<file path="config.mk">
export PLATFORM = sky130hd
export DESIGN_NAME = topworld
export DESIGN_NICKNAME = d
export VERILOG_FILES = /design/src/rtl/topworld_pkg.sv /design/src/rtl/full_adder.sv /design/src/rtl/hex_to_7seg.sv /design/src/rtl/topworld.sv
export SDC_FILE = /design/constraint.sdc
export NUM_CORES = 1
export LEC_CHECK = 0
export CAP_MARGIN = 20
export CORE_ASPECT_RATIO = 0.6
export CORE_MARGIN = 8
export CORE_UTILIZATION = 35
export DETAILED_ROUTE_END_ITERATION = 6
export PLACE_DENSITY = 0.64
export RECOVER_POWER = 100
export SETUP_SLACK_MARGIN = 0.05
export SLEW_MARGIN = 40
export SYNTH_ARGS = -nofsm -noshare
export SYNTH_HDL_FRONTEND = slang
export SYNTH_HIERARCHICAL = 1
export SYNTH_SLANG_ARGS = --single-unit
</file>
<file path="constraint.sdc">
create_clock -name clk -period 3.4 [get_ports clk]
set_input_delay 0.34 -clock clk [delete_from_list [all_inputs] [get_ports clk]]
set_output_delay 0.34 -clock clk [all_outputs]
set_load 0.02 [all_outputs]
</file>
<file path="src/rtl/topworld_pkg.sv">
// Shared constants for the switch/display adder: active-low seven-segment
// patterns for hex digits 0-F and the blank pattern.
package topworld_pkg;

  localparam int NUM_SW   = 7;
  localparam int NUM_SEGS = 7;

  localparam logic [NUM_SEGS-1:0] SEG_BLANK = 7'b1111111;

  // Bit order is {a,b,c,d,e,f,g}; 0 lights the segment.
  localparam logic [NUM_SEGS-1:0] SEG_HEX [16] = '{
    7'b0000001, 7'b1001111, 7'b0010010, 7'b0000110,
    7'b1001100, 7'b0100100, 7'b0100000, 7'b0001111,
    7'b0000000, 7'b0000100, 7'b0001000, 7'b1100000,
    7'b0110001, 7'b1000010, 7'b0110000, 7'b0111000
  };

endpackage

</file>
<file path="src/rtl/full_adder.sv">
// Single-bit full adder used as one stage of the ripple-carry chain.
module full_adder (
  input  logic a,
  input  logic b,
  input  logic cin,
  output logic s,
  output logic cout
);

  assign s    = a ^ b ^ cin;
  assign cout = (a & b) | (cin & (a ^ b));

endmodule

</file>
<file path="src/rtl/hex_to_7seg.sv">
// Combinational hex digit to active-low seven-segment pattern lookup.
module hex_to_7seg
  import topworld_pkg::*;
(
  input  logic [3:0]          hex,
  output logic [NUM_SEGS-1:0] seg
);

  assign seg = SEG_HEX[hex];

endmodule

</file>
<file path="src/rtl/topworld.sv">
// Synchronized 3-bit + carry-in adder driving one registered hex digit on a
// seven-segment display; no combinational path from switches to cathodes.
module topworld
  import topworld_pkg::*;
#(
  parameter int SYNC_STAGES = 2
) (
  input  logic clk,
  input  logic rst_n,
  input  logic Cin,
  input  logic a0,
  input  logic a1,
  input  logic a2,
  input  logic b0,
  input  logic b1,
  input  logic b2,
  output logic CA,
  output logic CB,
  output logic CC,
  output logic CD,
  output logic CE,
  output logic CF,
  output logic CG
);

  // Switch bit layout: [2:0] = A, [5:3] = B, [6] = carry-in.
  logic [NUM_SW-1:0]   sw;
  logic [NUM_SW-1:0]   sw_sync;
  logic [3:0]          carry;
  logic [3:0]          sum;
  logic [NUM_SEGS-1:0] seg_next;
  logic [NUM_SEGS-1:0] seg_reg;

  assign sw = {Cin, b2, b1, b0, a2, a1, a0};

  generate
    for (genvar gi = 0; gi < NUM_SW; gi++) begin : g_sync
      logic [SYNC_STAGES-1:0] chain_reg;

      always_ff @(posedge clk or negedge rst_n) begin
        if (!rst_n) begin
          chain_reg <= '0;
        end else begin
          chain_reg <= {chain_reg[SYNC_STAGES-2:0], sw[gi]};
        end
      end

      assign sw_sync[gi] = chain_reg[SYNC_STAGES-1];
    end
  endgenerate

  assign carry[0] = sw_sync[6];

  generate
    for (genvar gi = 0; gi < 3; gi++) begin : g_adder
      full_adder u_fa (
        .a    (sw_sync[gi]),
        .b    (sw_sync[gi+3]),
        .cin  (carry[gi]),
        .s    (sum[gi]),
        .cout (carry[gi+1])
      );
    end
  endgenerate

  // The final carry is the sum MSB; 7+7+1 fits in four bits.
  assign sum[3] = carry[3];

  hex_to_7seg u_dec (
    .hex (sum),
    .seg (seg_next)
  );

  always_ff @(posedge clk or negedge rst_n) begin
    if (!rst_n) begin
      seg_reg <= SEG_BLANK;
    end else begin
      seg_reg <= seg_next;
    end
  end

  assign {CA, CB, CC, CD, CE, CF, CG} = seg_reg;

endmodule

</file>
==> results of run 1 <==
## worst max-delay path, delay by kind of cell (launching register included)
| family | cells | cell delay [ns] |
|---|---|---|
| adder cells (fa/ha/maj) | 3 | 1.46 |
| multiplexers | 1 | 0.52 |
| flip-flops | 1 | 0.39 |
## layout by cell type, fill, tap and decap left out, drive strengths merged
| master | synthesis | layout |
|---|---|---|
| mux2i | 6 | 6 |
| clkbuf | 1 | 4 |
| dfstp | 7 | 7 |
| nand2b | 2 | 2 |
| a32o | 1 | 1 |
| inv | 3 | 3 |
| clkinvlp | 0 | 1 |
| fa | 3 | 3 |
| dlygate4sd3 | 0 | 14 |
| a21oi | 2 | 2 |
| ha | 7 | 7 |
| o21ai | 2 | 2 |
| dfrtp | 14 | 14 |
| mux4 | 1 | 1 |
| nand2 | 1 | 1 |
| o211ai | 1 | 1 |
| nor2 | 5 | 5 |
## stage by stage
| stage | power [mW] | hold WS (ns) |
|---|---|---|
| 2_1_floorplan | 0.422 | 0.0444 |
| 3_3_place_gp | 0.493 | 0.332 |
| 3_5_place_dp | 0.494 | 0.311 |
| 4_1_cts | 0.660 | 0.0207 |
| 5_1_grt | 0.679 | 0.358 |
| 6_report | 0.636 | 0.246 |
## cells by family after synthesis
logic type / after synthesis
AO/OA/AOI/OAI: 6
buffers and inverters: 5
adder cells (fa/ha/maj): 10
flip-flops: 21
multiplexers: 7
AND/OR/NAND/NOR: 8
## final timing paths
kind	cells after the start	slack (ns)	to
min reg2reg	0	0.35	g_sync[4].chain_reg[1]$_DFF_PN0_
min	1	0.25	g_sync[4].chain_reg[1]$_DFF_PN0_
max in group asynchronous	1	2.52	g_sync[6].chain_reg[0]$_DFF_PN0_
max	4	0.97	seg_reg[3]$_DFF_PN1_
max reg2reg	4	0.97	seg_reg[3]$_DFF_PN1_
min in group clk	0	0.35	g_sync[4].chain_reg[1]$_DFF_PN0_
## area by class of cell
class | count | area (um^2) | area share, %
clock buffers | 3 | 41.3 | 3.82
clock inverters | 1 | 7.51 | 0.694
inverters | 3 | 11.3 | 1.04
multi-input cells | 31 | 303 | 28.0
flip-flops and latches | 21 | 534 | 49.4
well taps | 32 | 40.0 | 3.70
repair buffers | 15 | 144 | 13.3
## power by group
part,total [mW],switching (mW),internal [mW]
registers,0.304,0.00735,0.297
clock network,0.162,0.0797,0.0827
logic,0.170,0.0933,0.0764
total,0.636,0.180,0.456
## Yosys cell counts (all sizes together)
cell type / n
dfrtp: 14
dfstp: 7
ha: 7
mux2i: 6
nor2: 5
fa: 3
inv: 3
a21oi: 2
nand2b: 2
o21ai: 2
a32o: 1
buf: 1
clkbuf: 1
mux4: 1
nand2: 1
o211ai: 1
## per-layer routing
layer	up-vias	global-route usage [%]	wire [um]	share of wire, %
li1	218	-	-	-
met1	205	7.14	525	45
met2	17	9.75	508	44
met3	0	4.92	124	11
met4	0	1.80	0	0
met5	-	0	0	0
==> results.sh, run 1 <==
export IMPL_status="complete, no violations"
export IMPL_yosysTopAreaCellShare_pct=40.6
export IMPL_p_leak_nw=0.482
export IMPL_drc=0
export IMPL_yosysUniqueCellTypes=16
export IMPL_clkSinkCount=21
export IMPL_clock_path_buffers=2
export IMPL_setup_slack_ns=0.967
export IMPL_rsz0062_at_grt="false"
export IMPL_cts_tree="built"
export IMPL_area_growth_pct=25.2
export IMPL_drv_slew=0
export IMPL_n_antenna_cell=0
export IMPL_grt_pass1_wl_um=2060
export IMPL_die_area_mm2=0.00436
export IMPL_fin_skew_ns=0.00426
export IMPL_period_minus_slack_ns=2.43
export IMPL_synth_seq_cells=21
export IMPL_slew_headroom_pct=29.8
export IMPL_cp_slowest_cell="fa_1"
export IMPL_clk_insertion_delay_late_ns=0.26
export IMPL_crit_fanout=13
export IMPL_grt_max_degree=22
export IMPL_synth_top_family_by_area="adder cells"
export IMPL_cp_arrival_ns=2.62
export IMPL_worstSetupPathType="flip-flop to flip-flop"
export IMPL_io_buffers=15
export IMPL_max_freq_mhz=411
export IMPL_avgViaCountPerCell=4.15
export IMPL_fillCellCount=220
export IMPL_hpwl_um=858
export IMPL_fp_dieH_um=54.5
export IMPL_largest_reg_flops=14
export IMPL_stdcell_count=106
export IMPL_reg2reg_from="g_sync[0].chain_reg[1]$_DFF_PN0_"
export IMPL_endpoint_kind="flip-flop"
export IMPL_tns_ns=0
export IMPL_post_place_ws_ns=0.967
export IMPL_synthCells=57
export IMPL_cpPeakStageDelay_ns=0.63
export IMPL_setup_violations=0
export IMPL_muxShareOfSynthArea_pct=9.57
export IMPL_fp_row_count=14
export IMPL_start_util_pct=35.7
export IMPL_synthAdderAreaFrac_pct=17.1
export IMPL_synth_area_top_cells="dfrtp_1, dfstp_2, ha_1"
export IMPL_place_area_mm2=0.00103
export IMPL_drt_wl_total_um=1160
export IMPL_grt_usage_pct=6.49
export IMPL_syn_nets=76
export IMPL_cts_resized=0
export IMPL_crit_required_ns=3.58
export IMPL_die_width_um=80.1
export IMPL_netlist_area_um2=863
export IMPL_coreArea_mm2=0.00242
export IMPL_h_tree_depth=1
export IMPL_fin_crit_sh_pct=71.6
export IMPL_clk_pin_slew_ns=0.08
export IMPL_syn_area_per_cell_um2=15.1
export IMPL_hold_viol=0
export IMPL_gp_congestion=0.787
export IMPL_cts_setup_buffers=0
export IMPL_root_buffer="clkbuf_8"
export IMPL_crit_chain="fa_1, fa_1, fa_1, mux4_2"
export IMPL_vias=440
export IMPL_postRouteAntennaNets=0
export IMPL_crit_path_frequent_cell="fa_1"
export IMPL_nNetsFinal=94
export IMPL_yosys_warnings=6
export IMPL_final_area_mm2=0.00108
export IMPL_drt_initial_drc_count=44
export IMPL_yosysSeqAreaShare_pct=61.9
export IMPL_synthSimpleGateAreaFrac_pct=4.06
export IMPL_holdCritPathClass="input port to async pin"
export IMPL_cp_startpoint="g_sync[0].chain_reg[1]$_DFF_PN0_"
export IMPL_antenna_found_initial=0
export IMPL_ctsHoldBuffers=0
export IMPL_final_core_util_pct=44.7
export IMPL_worst_pin_slew_ns=1.05
export IMPL_grt_overflow=0
export IMPL_wire_per_inst_um=10.9
export IMPL_cts_buffers=3
export IMPL_cp_start_kind="flip-flop"
export IMPL_powerDensity_mw_per_mm2=588
export IMPL_cap_violations=0
export IMPL_max_vdd_ir_drop_mv=0.266
export IMPL_firstDrtPassIters=3
export IMPL_synth_xor_area_share_pct=0
export IMPL_synth_largest_area_cell="dfrtp_1"
export IMPL_ios=16
export IMPL_placed_cells=102
export IMPL_grt_pass1_vias=453
export IMPL_drive_gt1_share_pct=16.2
export IMPL_synth_compound_area_share_pct=4.35
Note: power is estimated with default switching activity, not from simulation.
==> run 2: changes to the inputs <==
--- a/config.mk
+++ b/config.mk
@@ -10,7 +10,7 @@
 export CORE_MARGIN = 8
 export CORE_UTILIZATION = 35
 export DETAILED_ROUTE_END_ITERATION = 6
-export PLACE_DENSITY = 0.64
+export PLACE_DENSITY = 0.66
 export RECOVER_POWER = 100
 export SETUP_SLACK_MARGIN = 0.05
 export SLEW_MARGIN = 40
==> constraint.sdc (replaced) <==
create_clock -name clk -period 2.05 [get_ports clk]
set_input_delay 0.205 -clock clk [delete_from_list [all_inputs] [get_ports clk]]
set_output_delay 0.205 -clock clk [all_outputs]
set_load 0.02 [all_outputs]
==> results.sh, run 2 (same netlist as run 1, synthesis figures left out) <==
export IMPL_cp_start_kind="flip-flop"
export IMPL_fin_skew_ns=0.00566
export IMPL_hold_viol=0
export IMPL_hp_start="g_sync[6].chain_reg[0]$_DFF_PN0_"
export IMPL_vias=502
export IMPL_cp_startpoint="g_sync[0].chain_reg[1]$_DFF_PN0_"
export IMPL_max_vdd_ir_drop_mv=0.372
export IMPL_reg2reg_from="g_sync[0].chain_reg[1]$_DFF_PN0_"
export IMPL_mostFrequentLayoutCells="dlygate4sd3_1, dfrtp_1, dfstp_2"
export IMPL_hpwl_um=945
export IMPL_ios=16
export IMPL_drt_initial_drc_count=17
export IMPL_fp_dieH_um=54.5
export IMPL_period_minus_slack_ns=2.18
export IMPL_crit_chain="fa_2, fa_2, inv_2, ha_4, inv_2, mux4_2"
export IMPL_powerDensity_mw_per_mm2=943
export IMPL_fp_row_count=14
export IMPL_drc=0
export IMPL_cp_num_buf_inv=2
export IMPL_antenna_found_initial=0
export IMPL_cp_arrival_ns=2.37
export IMPL_final_common_cell="dlygate4sd3_1"
export IMPL_stdcell_count=117
export IMPL_setup_violations=6
export IMPL_coreArea_mm2=0.00242
export IMPL_clk_insertion_delay_late_ns=0.26
export IMPL_status="complete, but fails checks"
export IMPL_cts_buffers=3
export IMPL_endpoint_kind="flip-flop"
export IMPL_multi_input_area_um2=343
export IMPL_crit_required_ns=2.23
export IMPL_wire_per_inst_um=11.9
export IMPL_worst_pin_slew_ns=1.04
export IMPL_cp_slowest_cell="fa_2"
export IMPL_failed_checks="negative setup slack"
export IMPL_cpPeakStageDelay_ns=0.54
export IMPL_drv_slew=0
export IMPL_die_area_mm2=0.00436
export IMPL_holdCritPathClass="flip-flop to flip-flop"
export IMPL_clkSinkCount=21
export IMPL_grt_overflow=0
export IMPL_firstDrtPassIters=3
export IMPL_io_buffers=15
export IMPL_cap_violations=0
export IMPL_h_tree_depth=1
export IMPL_die_width_um=80.1
export IMPL_drt_wl_total_um=1390
export IMPL_largest_reg_flops=14
export IMPL_n_antenna_cell=0
export IMPL_worstSetupPathType="flip-flop to flip-flop"
export IMPL_root_buffer="clkbuf_8"
export IMPL_slew_headroom_pct=30.6
export IMPL_ctsHoldBuffers=0
export IMPL_nNetsFinal=105
export IMPL_fin_crit_sh_pct=107
export IMPL_drive_gt1_share_pct=40.0
export IMPL_seq_area_um2=534
export IMPL_grt_pass1_vias=544
export IMPL_max_freq_mhz=458
export IMPL_clk_pin_slew_ns=0.08
export IMPL_setup_slack_ns=-0.134
export IMPL_cts_tree="built"
export IMPL_rsz0062_at_grt="true"
export IMPL_fillCellCount=207
export IMPL_p_leak_nw=0.553
export IMPL_area_growth_pct=45.4
export IMPL_grt_max_degree=22
export IMPL_grt_pass1_wl_um=2510
export IMPL_avgViaCountPerCell=4.29
export IMPL_postRouteAntennaNets=0
export IMPL_grt_usage_pct=7.93
export IMPL_post_place_ws_ns=-0.153
export IMPL_path_delay_family="adder cells"
export IMPL_place_area_mm2=0.00113
export IMPL_placed_cells=110
export IMPL_gp_congestion=0.791
export IMPL_final_area_mm2=0.00125
export IMPL_start_util_pct=35.7
export IMPL_fin_hold_ws_ns=0.346
export IMPL_crit_fanout=3
export IMPL_clock_path_buffers=2
[run 2: final cells by class]
| type | count | share of cell area (%) |
|---|---|---|
| clock buffers | 3 | 3.29 |
| clock inverters | 1 | 0.598 |
| well taps | 32 | 3.19 |
| repair buffers | 26 | 22.1 |
| inverters | 3 | 0.897 |
| flip-flops and latches | 21 | 42.6 |
| multi-input cells | 31 | 27.3 |
[run 2: repair_timing]
item	in CTS	in global routing
cloned	1	0
endpoints found under the hold margin	0	0
pin swaps	4	0
setup endpoints to repair	7	7
setup buffers	2	0
resized for setup	8	0
[run 2: routing by layer]
layer  track usage, %  routed length, um  vias up  part of all wire (%)
met2             11.9                614       16                    44
met5                0                  0        -                     0
li1                 -                  -      242                     -
met4             4.19                 18        0                   1.3
met3             4.92                132        2                   9.5
met1             8.75                622      242                    45
[run 2: final timing paths]
path,end,slack (ns),depth (start not counted)
max,seg_reg[3]$_DFF_PN1_,-0.13,6
min,g_sync[6].chain_reg[1]$_DFF_PN0_,0.35,0
max reg2reg,seg_reg[3]$_DFF_PN1_,-0.13,6
min reg2reg,g_sync[6].chain_reg[1]$_DFF_PN0_,0.35,0
max in group asynchronous,g_sync[5].chain_reg[1]$_DFF_PN0_,0.78,2
min in group asynchronous,g_sync[6].chain_reg[1]$_DFF_PN0_,0.65,2
[run 2: worst reg2reg max path: stages (launching register included)]
cell     delay, ns
dfrtp_1       0.40
fa_2          0.39
fa_2          0.55
inv_2         0.06
ha_4          0.25
inv_2         0.03
mux4_2        0.44
[run 2: report_power, final]
group          total (mW)  switching, mW  internal [mW]
logic               0.406          0.192          0.214
registers           0.504         0.0123          0.492
clock network       0.273          0.136          0.137
total                1.18          0.340          0.843
[run 2: through the flow]
step / total power [mW] / util [%] / setup TNS, ns
3_5_place_dp: 0.877 / 46.8 / -0.508
5_1_grt: 1.26 / 51.9 / -0.901
6_report: 1.18 / 51.9 / -0.404
2_1_floorplan: 0.721 / - / -0.190
4_1_cts: 1.22 / 52.1 / -0.518
3_3_place_gp: 0.873 / 46.8 / -0.396
==> run 3: changes to the inputs <==
--- a/config.mk
+++ b/config.mk
@@ -5,7 +5,7 @@
 export SDC_FILE = /design/constraint.sdc
 export NUM_CORES = 1
 export LEC_CHECK = 0
-export CAP_MARGIN = 20
+export CAP_MARGIN = 25
 export CORE_ASPECT_RATIO = 0.6
 export CORE_MARGIN = 8
 export CORE_UTILIZATION = 35
==> results of run 3 <==
No change in the layout: final DEF, timing and power equal those of run 2.
